**config.mk**
```make
export PLATFORM = sky130hd
export DESIGN_NAME = branch_resolve_ctrl
export DESIGN_NICKNAME = d
export VERILOG_FILES = /design/src/rtl/mips_ctrl_pkg.sv /design/src/rtl/br_cond_cmp.sv /design/src/rtl/branch_resolve_ctrl.sv
export SDC_FILE = /design/constraint.sdc
export NUM_CORES = 1
export LEC_CHECK = 0
export ABC_AREA = 1
export ABC_CLOCK_PERIOD_IN_PS = 5190
export CORE_UTILIZATION = 55
export CTS_BUF_LIST = sky130_fd_sc_hd__clkbuf_4 sky130_fd_sc_hd__clkbuf_8
export CTS_CLUSTER_DIAMETER = 200
export DETAILED_ROUTE_END_ITERATION = 7
export GPL_TIMING_DRIVEN = 1
export PLACE_DENSITY = 0.89
export SLEW_MARGIN = 20
export SYNTH_ARGS = -nofsm -noshare
export SYNTH_HDL_FRONTEND = slang
export SYNTH_SLANG_ARGS = --single-unit
```
**constraint.sdc**
```tcl
create_clock -name clk -period 5.19 [get_ports clk]
set_clock_uncertainty 0.15 [all_clocks]
set_input_delay 0.519 -clock clk [delete_from_list [all_inputs] [get_ports clk]]
set_output_delay 0.519 -clock clk [all_outputs]
set_load 0.02 [all_outputs]
```
**src/rtl/mips_ctrl_pkg.sv**
```systemverilog
// Shared branch-control definitions: branch type codes, FSM states, helpers.
package mips_ctrl_pkg;

  localparam logic [2:0] BR_NONE = 3'd0;
  localparam logic [2:0] BR_BEQ  = 3'd1;
  localparam logic [2:0] BR_BNE  = 3'd2;
  localparam logic [2:0] BR_BLEZ = 3'd3;
  localparam logic [2:0] BR_BGTZ = 3'd4;
  localparam logic [2:0] BR_BLTZ = 3'd5;
  localparam logic [2:0] BR_BGEZ = 3'd6;
  localparam logic [2:0] BR_RSVD = 3'd7;

  typedef enum logic {
    ST_IDLE = 1'b0,
    ST_WAIT = 1'b1
  } br_state_e;

  // Only the two-operand compares depend on rt.
  function automatic logic br_needs_rt(input logic [2:0] t);
    return (t == BR_BEQ) || (t == BR_BNE);
  endfunction

  // Codes 1..6 are real branches; 0 and the reserved 7 are treated as no branch.
  function automatic logic br_is_branch(input logic [2:0] t);
    return (t != BR_NONE) && (t != BR_RSVD);
  endfunction

endpackage

```
**src/rtl/br_cond_cmp.sv**
```systemverilog
// Branch condition evaluator: equality and sign compare of rs/rt.
module br_cond_cmp
  import mips_ctrl_pkg::*;
(
  input  logic [31:0] a,
  input  logic [31:0] b,
  input  logic [2:0]  br_type,
  output logic        taken,
  output logic        eq,
  output logic        ltz,
  output logic        eqz
);

  assign eq  = (a == b);
  assign ltz = a[31];
  assign eqz = (a == '0);

  // Select the condition for the decoded branch type.
  always_comb begin
    taken = 1'b0;
    case (br_type)
      BR_BEQ:  taken = eq;
      BR_BNE:  taken = ~eq;
      BR_BLEZ: taken = ltz | eqz;
      BR_BGTZ: taken = ~ltz & ~eqz;
      BR_BLTZ: taken = ltz;
      BR_BGEZ: taken = ~ltz;
      default: taken = 1'b0;
    endcase
  end

endmodule

```
**src/rtl/branch_resolve_ctrl.sv**
```systemverilog
// ID-stage branch controller: operand-wait FSM, condition resolve,
// registered PC redirect and saturating branch/taken perf counters.
module branch_resolve_ctrl
  import mips_ctrl_pkg::*;
#(
  parameter int unsigned MAX_WAIT = 16,
  parameter int unsigned PERF_W   = 32
) (
  input  logic              clk,
  input  logic              reset,
  input  logic              id_valid,
  input  logic [2:0]        id_br_type,
  input  logic [31:0]       id_pc,
  input  logic [15:0]       id_imm16,
  input  logic [31:0]       rs_val,
  input  logic [31:0]       rt_val,
  input  logic              rs_ready,
  input  logic              rt_ready,
  input  logic              flush,
  output logic              stall,
  output logic              redirect,
  output logic [31:0]       br_target,
  output logic              timeout_err,
  output logic [PERF_W-1:0] br_cnt,
  output logic [PERF_W-1:0] taken_cnt
);

  localparam int unsigned     WAIT_W    = $clog2(MAX_WAIT);
  localparam logic [WAIT_W-1:0] WAIT_LAST = WAIT_W'(MAX_WAIT - 1);

  br_state_e         state, state_nxt;
  logic [WAIT_W-1:0] wait_cnt, wait_cnt_nxt;
  logic              is_br, ops_ok, taken, resolve, timeout_set;
  logic [31:0]       target;

  assign is_br  = id_valid & br_is_branch(id_br_type);
  assign ops_ok = rs_ready & (rt_ready | ~br_needs_rt(id_br_type));
  assign target = id_pc + 32'd4 + {{14{id_imm16[15]}}, id_imm16, 2'b00};

  br_cond_cmp u_cmp (
    .a       (rs_val),
    .b       (rt_val),
    .br_type (id_br_type),
    .taken   (taken),
    .eq      (),
    .ltz     (),
    .eqz     ()
  );

  // Next-state, wait counter, stall and resolve decisions; flush overrides all.
  always_comb begin
    state_nxt    = state;
    wait_cnt_nxt = wait_cnt;
    stall        = 1'b0;
    resolve      = 1'b0;
    timeout_set  = 1'b0;
    if (flush) begin
      state_nxt    = ST_IDLE;
      wait_cnt_nxt = '0;
    end else begin
      case (state)
        ST_IDLE: begin
          if (is_br) begin
            if (ops_ok) begin
              resolve = 1'b1;
            end else begin
              stall        = 1'b1;
              state_nxt    = ST_WAIT;
              wait_cnt_nxt = WAIT_W'(1);
            end
          end
        end
        ST_WAIT: begin
          if (ops_ok) begin
            resolve      = 1'b1;
            state_nxt    = ST_IDLE;
            wait_cnt_nxt = '0;
          end else if (wait_cnt == WAIT_LAST) begin
            timeout_set  = 1'b1;
            state_nxt    = ST_IDLE;
            wait_cnt_nxt = '0;
          end else begin
            stall        = 1'b1;
            wait_cnt_nxt = wait_cnt + WAIT_W'(1);
          end
        end
        default: begin
          state_nxt    = ST_IDLE;
          wait_cnt_nxt = '0;
        end
      endcase
    end
    // While reset is held nothing is pending, so the front end is never frozen.
    if (!reset) stall = 1'b0;
  end

  // FSM state and wait counter.
  always_ff @(posedge clk or negedge reset) begin
    if (!reset) begin
      state    <= ST_IDLE;
      wait_cnt <= '0;
    end else begin
      state    <= state_nxt;
      wait_cnt <= wait_cnt_nxt;
    end
  end

  // Redirect pulse, target register and sticky timeout flag.
  always_ff @(posedge clk or negedge reset) begin
    if (!reset) begin
      redirect    <= 1'b0;
      br_target   <= '0;
      timeout_err <= 1'b0;
    end else begin
      redirect <= resolve & taken;
      if (resolve) br_target <= target;
      if (timeout_set) timeout_err <= 1'b1;
    end
  end

  // Saturating performance counters.
  always_ff @(posedge clk or negedge reset) begin
    if (!reset) begin
      br_cnt    <= '0;
      taken_cnt <= '0;
    end else if (resolve) begin
      if (br_cnt != '1) br_cnt <= br_cnt + PERF_W'(1);
      if (taken && (taken_cnt != '1)) taken_cnt <= taken_cnt + PERF_W'(1);
    end
  end

endmodule

```
; Word-level counts from Yosys, hierarchy flattened
; Index checks and enable logic that the tools add are counted.
[totals]
ff_bits = 103
in_bits = 121
output_inout_bits = 99
word_cells = 66
[op_classes]
n_addsub = 5
n_eq_ne = 13
muxes = 22
bitwise_logic = 11
n_reduce_logical = 8
[ops]
columns = op, n
row1 = 32-bit by 1-bit adder with 32-bit output (second input constant), 2
row2 = 32-bit != test (second input constant), 2
row3 = 32-bit by 3-bit adder with 32-bit output (second input constant), 1
row4 = 32-bit adder, 1
row5 = 32-bit equality test, 1
row6 = 32-bit logical NOT, 1
row7 = 4-bit two-way mux, 5
row8 = 1-bit two-way mux, 13
row9 = 3-bit equality test (second input constant), 3
row10 = 3-bit != test (second input constant), 3
row11 = 4-bit case mux with 2 select lines, 1
row12 = 3-bit by 2-bit equality test with 1-bit output (second input constant), 2
row13 = 1-bit case mux with 6 select lines, 1
row14 = 2-bit AND reduction, 3
row15 = 1-bit inverter, 5
row16 = 4-bit by 1-bit adder with 4-bit output (second input constant), 1
row17 = 1-bit AND, 4
row18 = 4-bit equality test (second input constant), 1
row19 = 1-bit case mux with 2 select lines, 2
row20 = 3-bit by 1-bit equality test with 1-bit output (second input constant), 1
row21 = 3-bit nonzero test, 1
row22 = 1-bit logical AND, 2
row23 = 1-bit bitwise OR, 2
row24 = 1-bit logical OR, 1

; Logic depth before layout (Yosys ltp)
; Gate-level depths: netlist of run 1.
[depth]
word_depth = 10
depth_mapped = 18
ltp_nobuf = 18

; Modules after synthesis
; A second synthesis of run 1 with hierarchy kept.
[unflattened]
hier_cells = 1360
hier_area_um2 = 8792.2
[by_module_without_submodules]
columns = mod, instances, cells_each, area_per_inst_um2, seq_area_each_um2
row1 = branch_resolve_ctrl, 1, 1216, 8091.5, 2577.5
row2 = br_cond_cmp, 1, 144, 700.7, 0.0

; Worst setup path before layout of run 1
; OpenSTA, ideal clock, no wires.
[synth_path]
path_kind = input -> register
from = input id_pc[3]
to = register br_target[31]
arrival_time_ps = 2450
required_time_ps = 4923
setup_slack_ps = 2472
stages = 16
path_buffers = 0
cell_sequence = ha_1 -> ha_1 -> inv_1 -> fa_1 -> inv_1 -> nand2_1 -> o21ai_0 -> nand2_1 -> o211ai_1 -> nand2_1 -> nand2_1 -> nand2_1 -> nand2_1 -> nand2_1 -> nand3_1 -> nand2_1
[synth_between]
elab_chain_len = 2
[synth_rtl]
columns = item, line
row1 = from (decl), branch_resolve_ctrl.sv:13  ; input logic [31:0] id_pc,
row2 = 32-bit by 3-bit adder with 32-bit output, branch_resolve_ctrl.sv:38  ; assign target = id_pc + 32'd4 + {{14{id_imm16[15]}}, id_imm16, 2'b00};
row3 = 32-bit adder, branch_resolve_ctrl.sv:38
row4 = to (signal assigned), branch_resolve_ctrl.sv:116  ; if (resolve) br_target <= target;
row5 = to (decl), branch_resolve_ctrl.sv:22  ; output logic [31:0] br_target,
; Every way passes these cells.
; A chain may end at the register's enable or synchronous reset.

; Final worst setup path of run 1
[layout_path]
from = input id_br_type[1]
to = register taken_cnt[13]
[layout_between]
elab_chain_len = 10
[layout_rtl]
columns = item, line
row1 = from (decl), branch_resolve_ctrl.sv:12  ; input logic [2:0] id_br_type,
row2 = 3-bit by 1-bit equality test with 1-bit output / 3-bit by 2-bit equality test with 1-bit output (equally long branches), "mips_ctrl_pkg.sv:20, br_cond_cmp.sv:21"
row3 = 1-bit logical OR, mips_ctrl_pkg.sv:20  ; return (t == BR_BEQ) || (t == BR_BNE);
row4 = 1-bit inverter, branch_resolve_ctrl.sv:37  ; assign ops_ok = rs_ready & (rt_ready | ~br_needs_rt(id_br_type));
row5 = 1-bit bitwise OR, branch_resolve_ctrl.sv:37
row6 = 1-bit AND, branch_resolve_ctrl.sv:37
row7 = 1-bit two-way mux, "branch_resolve_ctrl.sv:64, branch_resolve_ctrl.sv:74"
row8 = 1-bit two-way mux, branch_resolve_ctrl.sv:63  ; if (is_br) begin
row9 = 1-bit case mux with 2 select lines, branch_resolve_ctrl.sv:61  ; case (state)
row10 = 1-bit two-way mux, branch_resolve_ctrl.sv:57  ; if (flush) begin
row11 = 2-bit AND reduction (no line) *, --
row12 = to (signal assigned), branch_resolve_ctrl.sv:128  ; if (taken && (taken_cnt != '1)) taken_cnt <= taken_cnt + PERF_W'(1);
row13 = to (decl), branch_resolve_ctrl.sv:25  ; output logic [PERF_W-1:0] taken_cnt
; Every way passes the cells marked *; elsewhere a longest branch is shown, timed or not.

==> results of run 1 <==
## cells by family after synthesis
kind of cell / synth area share
buf+inv: 0.06973
xor+xnor: 0.09529
compound gates: 0.06368
flops: 0.3116
simple gates: 0.3665
fa+ha+maj: 0.09318
## worst register-to-register path, cell delays in order, from the launching register on
cell,delay [ns]
dfrtp_1,0.37
inv_1,0.08
nand2_1,0.13
nand3_4,0.39
inv_2,0.19
buf_4,0.56
nand3_2,0.65
nand2_1,0.20
nand2_1,0.07
## area by class of cell
class / count / area [um^2] / share of cell area
multi-input cells: 934 / 5117 / 0.4748
flip-flops and latches: 103 / 2577 / 0.2391
inverters: 118 / 442.9 / 0.04109
clock inverters: 7 / 61.31 / 0.005688
clock buffers: 9 / 123.9 / 0.01149
repair buffers: 223 / 2226 / 0.2065
well taps: 184 / 230.2 / 0.02136
## layout by cell type, fill, tap and decap left out, drive strengths merged, types with 2 or more instances in the layout
cell	Yosys	final
o21ai	40	40
ha	60	60
dfrtp	103	103
clkdlybuf4s50	0	218
nor4	4	4
nand3b	3	3
clkbuf	4	9
xnor2	47	47
nand4	61	61
inv	118	122
a31oi	3	3
nand2	370	370
buf	19	4
a21oi	39	39
or2	3	3
nor2	131	131
a21boi	2	2
o21bai	3	3
nand3	74	74
xor2	43	43
o211ai	3	3
clkinv	0	2
nor3	39	39
o21a	3	3
## power breakdown
group	internal [mW]	switching (mW)	leakage, nW
Clock	0.185	0.311	0.0940
Sequential	0.907	0.0993	1.36
Combinational	0.445	0.554	3.59
Total	1.54	0.964	5.04
## per-stage QoR
stage	total power, mW	hold slack [ns]	instance area [um^2]
floorplan	1.531	0.07341	8272
global placement	1.988	0.2860	10580
detailed placement	2.007	0.2897	10580
CTS	2.506	0.3457	10780
global route	2.650	0.3601	10780
finish	2.501	0.3381	10780
## registers in the layout, indices dropped and copies added (netlist names)
register,count
taken_cnt,32
br_cnt,32
wait_cnt,4
timeout_err,1
state,1
br_target,32
redirect,1
## routing by layer
| metal | up-vias | wire (um) |
|---|---|---|
| li1 | 4292 | - |
| met1 | 4004 | 10680 |
| met3 | 54 | 1421 |
| met4 | 0 | 693 |
| met5 | - | 0 |
| met2 | 329 | 11570 |
## worst paths after layout
kind / depth (start not counted) / end / slack [ns] / from
worst max register to register: 8 / taken_cnt[13] / 2.30 / state
worst max-delay path: 13 / taken_cnt[13] / 1.73 / id_br_type[1]
worst min register to register: 2 / br_target[19] / 0.34 / br_target[19]
worst min-delay path: 2 / br_target[19] / 0.34 / br_target[19]
min in group asynchronous: 2 / br_cnt[5] / 0.42 / reset
max in group asynchronous: 3 / taken_cnt[13] / 3.46 / reset
==> flow_results.org, run 1 <==
** Clocking
- Clock-pin slew was measured on the worst setup and hold paths at 0.10 ns.
- Buffers added to address setup during post-CTS repair amount to 0.
- Cts hold-fix bufs :: 1
- Clock latency on the worst-skew pair, taken at its later pin, is 0.39 ns.
- The number of clock buffers added by TritonCTS is 9.
- Count of instances resized after the clock tree is built :: 0
- The longest clock path from root to sink contains 2 buffers.
- CTS tree :: yes
- Buffer cell driving the clock tree root :: clkbuf_8
- Total clock sinks :: 103
- H-tree lvl count :: 3

** Power and ir drop
- Maximum resistive drop on vdd :: approximately 0.25 mV
- Static Leakage :: 5.043 nW
- Pwr dens :: between 200 and 250 nW/um^2

** Floorplanning
- Die boundary width :: 124.6 um
- In this run the standard cell core region covers 14590 um^2.
- Number of placement rows :: 44
- Full die area :: 15530 um^2
- Initial Utilization :: 0.5670
- Top-level I/O count :: 220
- The floorplan step set the die height to 124.6 um.

** STA
- For the pin with the worst max-slew slack, the measured transition is 0.7204 ns.
- The worst pin sits at a relative slew slack of 0.5197.
- After layout, the worst setup slack is about 1.7 ns.
- Setup repair after global routing missed its margin :: false
- Max Slew Vio Count :: 0
- Count of final setup violators :: 0
- The final hold violation count is 0.
- The worst path in the final design needs a cycle of 3.457 ns, including I/O delays and setup.
- Fin Setup TNS :: 0 ns
- Ratio of final minimum period to clock period :: 0.6660
- Derived from the worst setup path, the maximum achievable clock frequency is 0.2893 GHz.

** GRT
- Entering global routing, the biggest net connects 79 pins.
- For this run, global-route usage on met3 was measured as 0.06100.
- Global-route wire length before repair :: 40330 um
- In the global route stage, overall resource usage came out at 0.3215.
- Met2 routing resource usage after global routing :: 0.5288
- The total overflow left after global routing is 0.
- For this run, global-route usage on met1 was measured as 0.4205.
- Most used routing layer in global routing :: met2
- Vias in the first global route :: 8257
- The number of antenna violations at the first check in global routing came to 0.

** Finish
- After the flow finishes, the layout carries non-filler instances totaling 1578.
- Diodes inserted :: 0
- Area Growth Syn to Fin :: 30.31%
- Utilization after layout :: 0.7389
- After filler insertion, the fill cell instance count of the layout stands at between 1000 and 1500.
- Layout cell share with drive strength beyond 1 :: 0.03730
- Layout net count :: between 1500 and 2000

** Worst setup path
- For this design, the slowest cell found on the critical path is clkdlybuf4s50_1.
- Number of buffer and inverter instances along the worst setup path :: 5
- STA classifies the critical path endpoint as a register.
- WP data required :: 5.32 ns
- Arrival time reported for the critical path endpoint :: 3.58 ns
- The worst setup path is launched from a primary input.
- Cell Chain, Critical Path :: clkdlybuf4s50_1 > inv_2 > nand3_1 > nand2_1 > nand2_1 > nand2_2 > inv_2 > nand3_4 > inv_2 > buf_4 > nand3_2 > nand2_1 > nand2_1
- By instance count, the cell type seen most on the critical path is nand2_1.
- In this design, the largest share of critical-path delay is due to simple AND/OR/NAND/NOR gates.
- Largest fanout of any net on the critical path :: 65
- Worst setup path category :: primary input to register
- Crit-path max cell delay :: 0.58 ns

** Placement
- Cells after DPL :: 1561
- Last weighted congestion value of the routability-driven placer :: 1.017
- Dpl hpwl :: 19670 um
- Input and output buffers added on the ports amount to between 200 and 250.
- Prior to clock tree synthesis, the placed netlist has a worst setup slack of approximately 1.4 ns.

** Synth
- Warnings from Yosys :: 0
- Synthesis inferred 103 register bits.
- By instance count, the leading cell after synthesis is nand2_1.
- Summing every instance area after synthesis gives 8272 um^2.
- Yosys mapped the design onto 41 distinct sky130hd cell types.
- The share of synthesized area in the top cell type comes to 0.3116.
- Averaged over all synthesized cells, the footprint is 7.022 um^2.
- In the synthesized netlist the dominant register cell turns out to be dfrtp_1.
- Cell types with the largest area share after synthesis :: dfrtp_1 31%, nand2_1 17%, ha_1 9.1%, nor2_1 5.7%, inv_1 5.0%
- Counting instances in the post-synthesis netlist gives the leading cell types as 368 x nand2_1, 125 x nor2_1, 110 x inv_1, 103 x dfrtp_1, 71 x nand3_1.
- Area leader, netlist :: dfrtp_1
- For this run, the register share of the synthesized area comes to 0.3116.
- Synthesis produced 1178 cells.
- For this run, asynchronously set or reset flops after synthesis account for 1.000.
- Synthesized Nets :: 1360
- Number of flops mapped to enable cells by yosys :: 0

** Detailed routing
- Vias per cell :: ~5.5
- The first TritonRoute pass finished after 5 iterations.
- Count of antenna-violating nets left after detailed routing :: 0
- DRC violation count after routing :: 0
- For this block, the routed nets add up to 24370 um of wire.
- The final route contains 8679 vias.
- Dividing the detail-routed wire length by the instance count gives roughly 15 um.
- Number of design-rule violations left by the first detailed-router iteration :: 639

** Worst hold path
- Worst min path class :: register to register

** Run
- The tool flagged a number of max-cap violations equal to 0.

** Run status
- The run finished with clean final reports.
No activity file was read; power rests on OpenSTA's default activity.
==> run 2: changes to the inputs <==
Settings changed: ABC_CLOCK_PERIOD_IN_PS 5190 to 3070, CORE_UTILIZATION 55 to 46, PLACE_DENSITY 0.89 to 0.79.
Clock period 5.19 ns to 3.07 ns, I/O delays scaled along.
==> run 2 against run 1 <==
Compared with the run above:
- first-iteration DRC count down 1.3%
- sequential cell count unchanged
- worst setup slack worse by 1.4 ns
- global-route usage down 5.2 points
- power up 75%
- routed wire length down 1.1%
- die area up 19%
- count of clock-buffer cells in the layout unchanged
- sequential power up 68%
- utilization down 10 points
- non-clock buffer count up 24
- highest routed layer unchanged
==> flow_results.org, run 2 (synthesized netlist as in run 1, its figures left out) <==
** GRT
- Met1 global-route usage :: 0.3554 (-0.06506)
- The global routing met3 resource utilization is 0.03840 (-0.02259).
- The maximum number of pins on one net before global-route repair came to 79 (unchanged).
- The via count of the first global-routing pass came to 8223 (-0.41%).
- The number of antenna violations at the first check in global routing came to 0 (unchanged).
- Global-route wire length before repair :: 39440 um (-2.2%)
- The overall fraction of global-route tracks in use was 0.2698 (-0.05167).
- The routing usage on met2 came to 0.4416 (-0.08714).
- Most used routing layer in global routing :: met2
- The remaining global-route overflow was 0 (unchanged).

** Finish
- Relative to the synthesized area, the layout overhead comes to 33.54%.
- The largest registers in the layout are br_cnt x32, br_target x32, taken_cnt x32.
- The fraction of final layout cells with drive strength greater than 1 was 0.05360 (+0.01629).
- The number of antenna diodes is 0 (unchanged).
- The top cell types in the final layout, fill and taps aside, are 368 x nand2_1, 218 x clkdlybuf4s50_1, 125 x nor2_1.
- Layout net count :: 1595 (+1.5%)
- Most common cell after layout, fill and taps aside :: nand2_1

** STA
- The setup TNS after final layout was 0 ns (unchanged).
- The worst path in the final design needs a cycle of 2.733 ns, including I/O delays and setup.
- Of the available clock period, the critical path in the final layout requires 0.8902.
- Slew at the pin closest to its max-slew limit :: 0.9653 ns (+0.2449 ns)
- The max-slew headroom at the worst pin is 0.3564 (-0.1633).
- Count of final setup violators :: 0 (unchanged)
- Setup repair after global routing missed its margin :: false
- The final hold violation count is 0 (unchanged).
- The final-report max-slew violation count was 0 (unchanged).
- For this run, the top clock speed supported by timing is 0.3659 GHz.

** Worst hold path
- The tightest min-delay check is of the primary input to asynchronous set/reset pin type.

** Detailed routing
- DRC violation count after routing :: 0 (unchanged)
- The first-pass detailed-route iteration total was 5 (unchanged).
- The detailed-route wire length per cell was 14.67 um (-5.0%).
- The DRC marker count from the first detailed-route iteration came to 631 (-1.3%).
- Count of antenna-violating nets left after detailed routing :: 0 (unchanged)
- Via count of the routed design :: 8717 (+0.44%)
- Total wire length :: 24110 um (-1.1%)
- The per-cell via count in the routed design is 5.306 (-3.5%).

** Placement
- Port Buffers :: 219 (unchanged)
- Last weighted congestion value of the routability-driven placer :: 0.9998 (-1.7%)
- Dpl hpwl :: 19520 um (-0.76%)

** Worst setup path
- Largest fanout of any net on the critical path :: 4 (-94%)
- Crit path capture type :: register
- Worst setup path category :: primary input to register
- The data required time at the worst endpoint came to 3.21 ns (-2.11 ns).
- The worst setup path is launched from a primary input.
- The endpoint arrival time on the critical path is 2.87 ns (-0.71 ns).

** Clocking
- The CTS sink count came to 103 (unchanged).
- The H-tree depth was 3 (unchanged).
- The number of buffers created by CTS came to 9 (unchanged).
- Buffer cell driving the clock tree root :: clkbuf_8
- The clock tree buffer depth came to 2 (unchanged).
- The insertion delay of the later-clocked pin in the worst-skew pair came to 0.40 ns (about the same).
- TritonCTS built the clock tree.
- The clock-pin transition on the worst setup and hold timing paths is 0.11 ns (about the same).

** Floorplanning
- The full die area is 18520 um^2 (+19%).
- The boundary pin count came to 220 (unchanged).
- The placeable core region was 17420 um^2 (+19%).
- Die boundary width :: 136.1 um (+9.2%)
- The effective utilization at floorplan came to 0.4749 (-0.09205).
- The number of rows created at floorplan was 48 (+9.1%).
- The die outline height was 136.1 um (+9.2%).

** Run status
- The flow ran to the end, and the final reports show no timing, DRC or antenna violations.

** Power and ir drop
- The leakage power summed over all cells was 5.175 nW (+2.6%).
- The cell area power density is 395.7 nW/um^2 (+71%).
- Power consumption :: 4.370 mW (+75%)
- The largest vdd supply drop was 0.4024 mV (+62%).

** Run
- Total of max-cap violations :: 0 (unchanged)
-- run 2: cell count changes in the layout (fill, tap and decap cells not counted) --
cell / previous run / this run
clkinv_8: 0 / 2
clkinvlp_4: 1 / 0
inv_8: 2 / 1
bufinv_16: 0 / 1
buf_6: 1 / 0
clkinv_2: 1 / 0
buf_4: 3 / 28
-- run 2: final cells by class --
type                       instances  area [um^2]
fill                            1586         6371
multi-input combinational        934         5117
sequential                       103         2577
timing repair buffer             247         2402
inverter                         118        442.9
tap                              225        281.5
clock buffer                       9        123.9
clock inverter                     7        100.1
-- run 2: where the power goes --
group	internal, mW	switching [mW]
registers	1.53	0.162
logic	0.791	0.932
clock network	0.404	0.548
total	2.73	1.64
-- run 2: worst paths after layout --
path,cells past startpoint,slack [ns],from,to
worst max-delay path,19,0.34,id_pc[2],br_target[19]
worst min-delay path,2,0.23,reset,br_target[11]
worst max register to register,9,0.61,taken_cnt[1],taken_cnt[13]
worst min register to register,2,0.34,br_target[19],br_target[19]
max in group asynchronous,3,1.24,reset,br_cnt[22]
min in group clk,3,0.29,id_pc[0],br_target[0]
-- run 2: layer usage --
layer	part of all wire	vias to the layer above	wire [um]
met3	0.057	60	1371
met2	0.47	329	11240
met1	0.44	4000	10650
met5	0	-	0
met4	0.035	0	840
li1	-	4328	-
-- run 2: per-stage QoR --
step | util | setup slack, ns | area (um^2) | cells | hold WS (ns)
6_report | 0.6342 | 0.3371 | 11050 | 1643 | 0.2335
4_1_cts | 0.6342 | 0.3456 | 11050 | 1643 | 0.2152
3_3_place_gp | 0.6208 | -0.002374 | 10810 | 1626 | 0.1100
5_1_grt | 0.6342 | 0.06419 | 11050 | 1643 | 0.2427
2_1_floorplan | - | 0.5644 | 8272 | 1178 | -0.1386
3_5_place_dp | 0.6208 | -0.05941 | 10810 | 1626 | 0.1127
-- run 2: critical path, cell delays in order --
cell and delay, ns:
clkdlybuf4s50_1 0.46, inv_1 0.04, ha_1 0.18, inv_1 0.06, ha_1 0.16, inv_1 0.05
fa_1 0.37, inv_1 0.09, nand2_1 0.06, o21ai_0 0.28, nand2_1 0.09, o211ai_1 0.19
nand2_1 0.08, nand2_1 0.14, nand2_1 0.09, nand2_1 0.06, nand2_1 0.05, nand3_1 0.06
nand2_1 0.06
-- run 2: what timing repair did --
action                    CTS  global route
buffers inserted            0             0
hold buffers                1             0
resized for setup           0             0
hold endpoints to repair   25             0
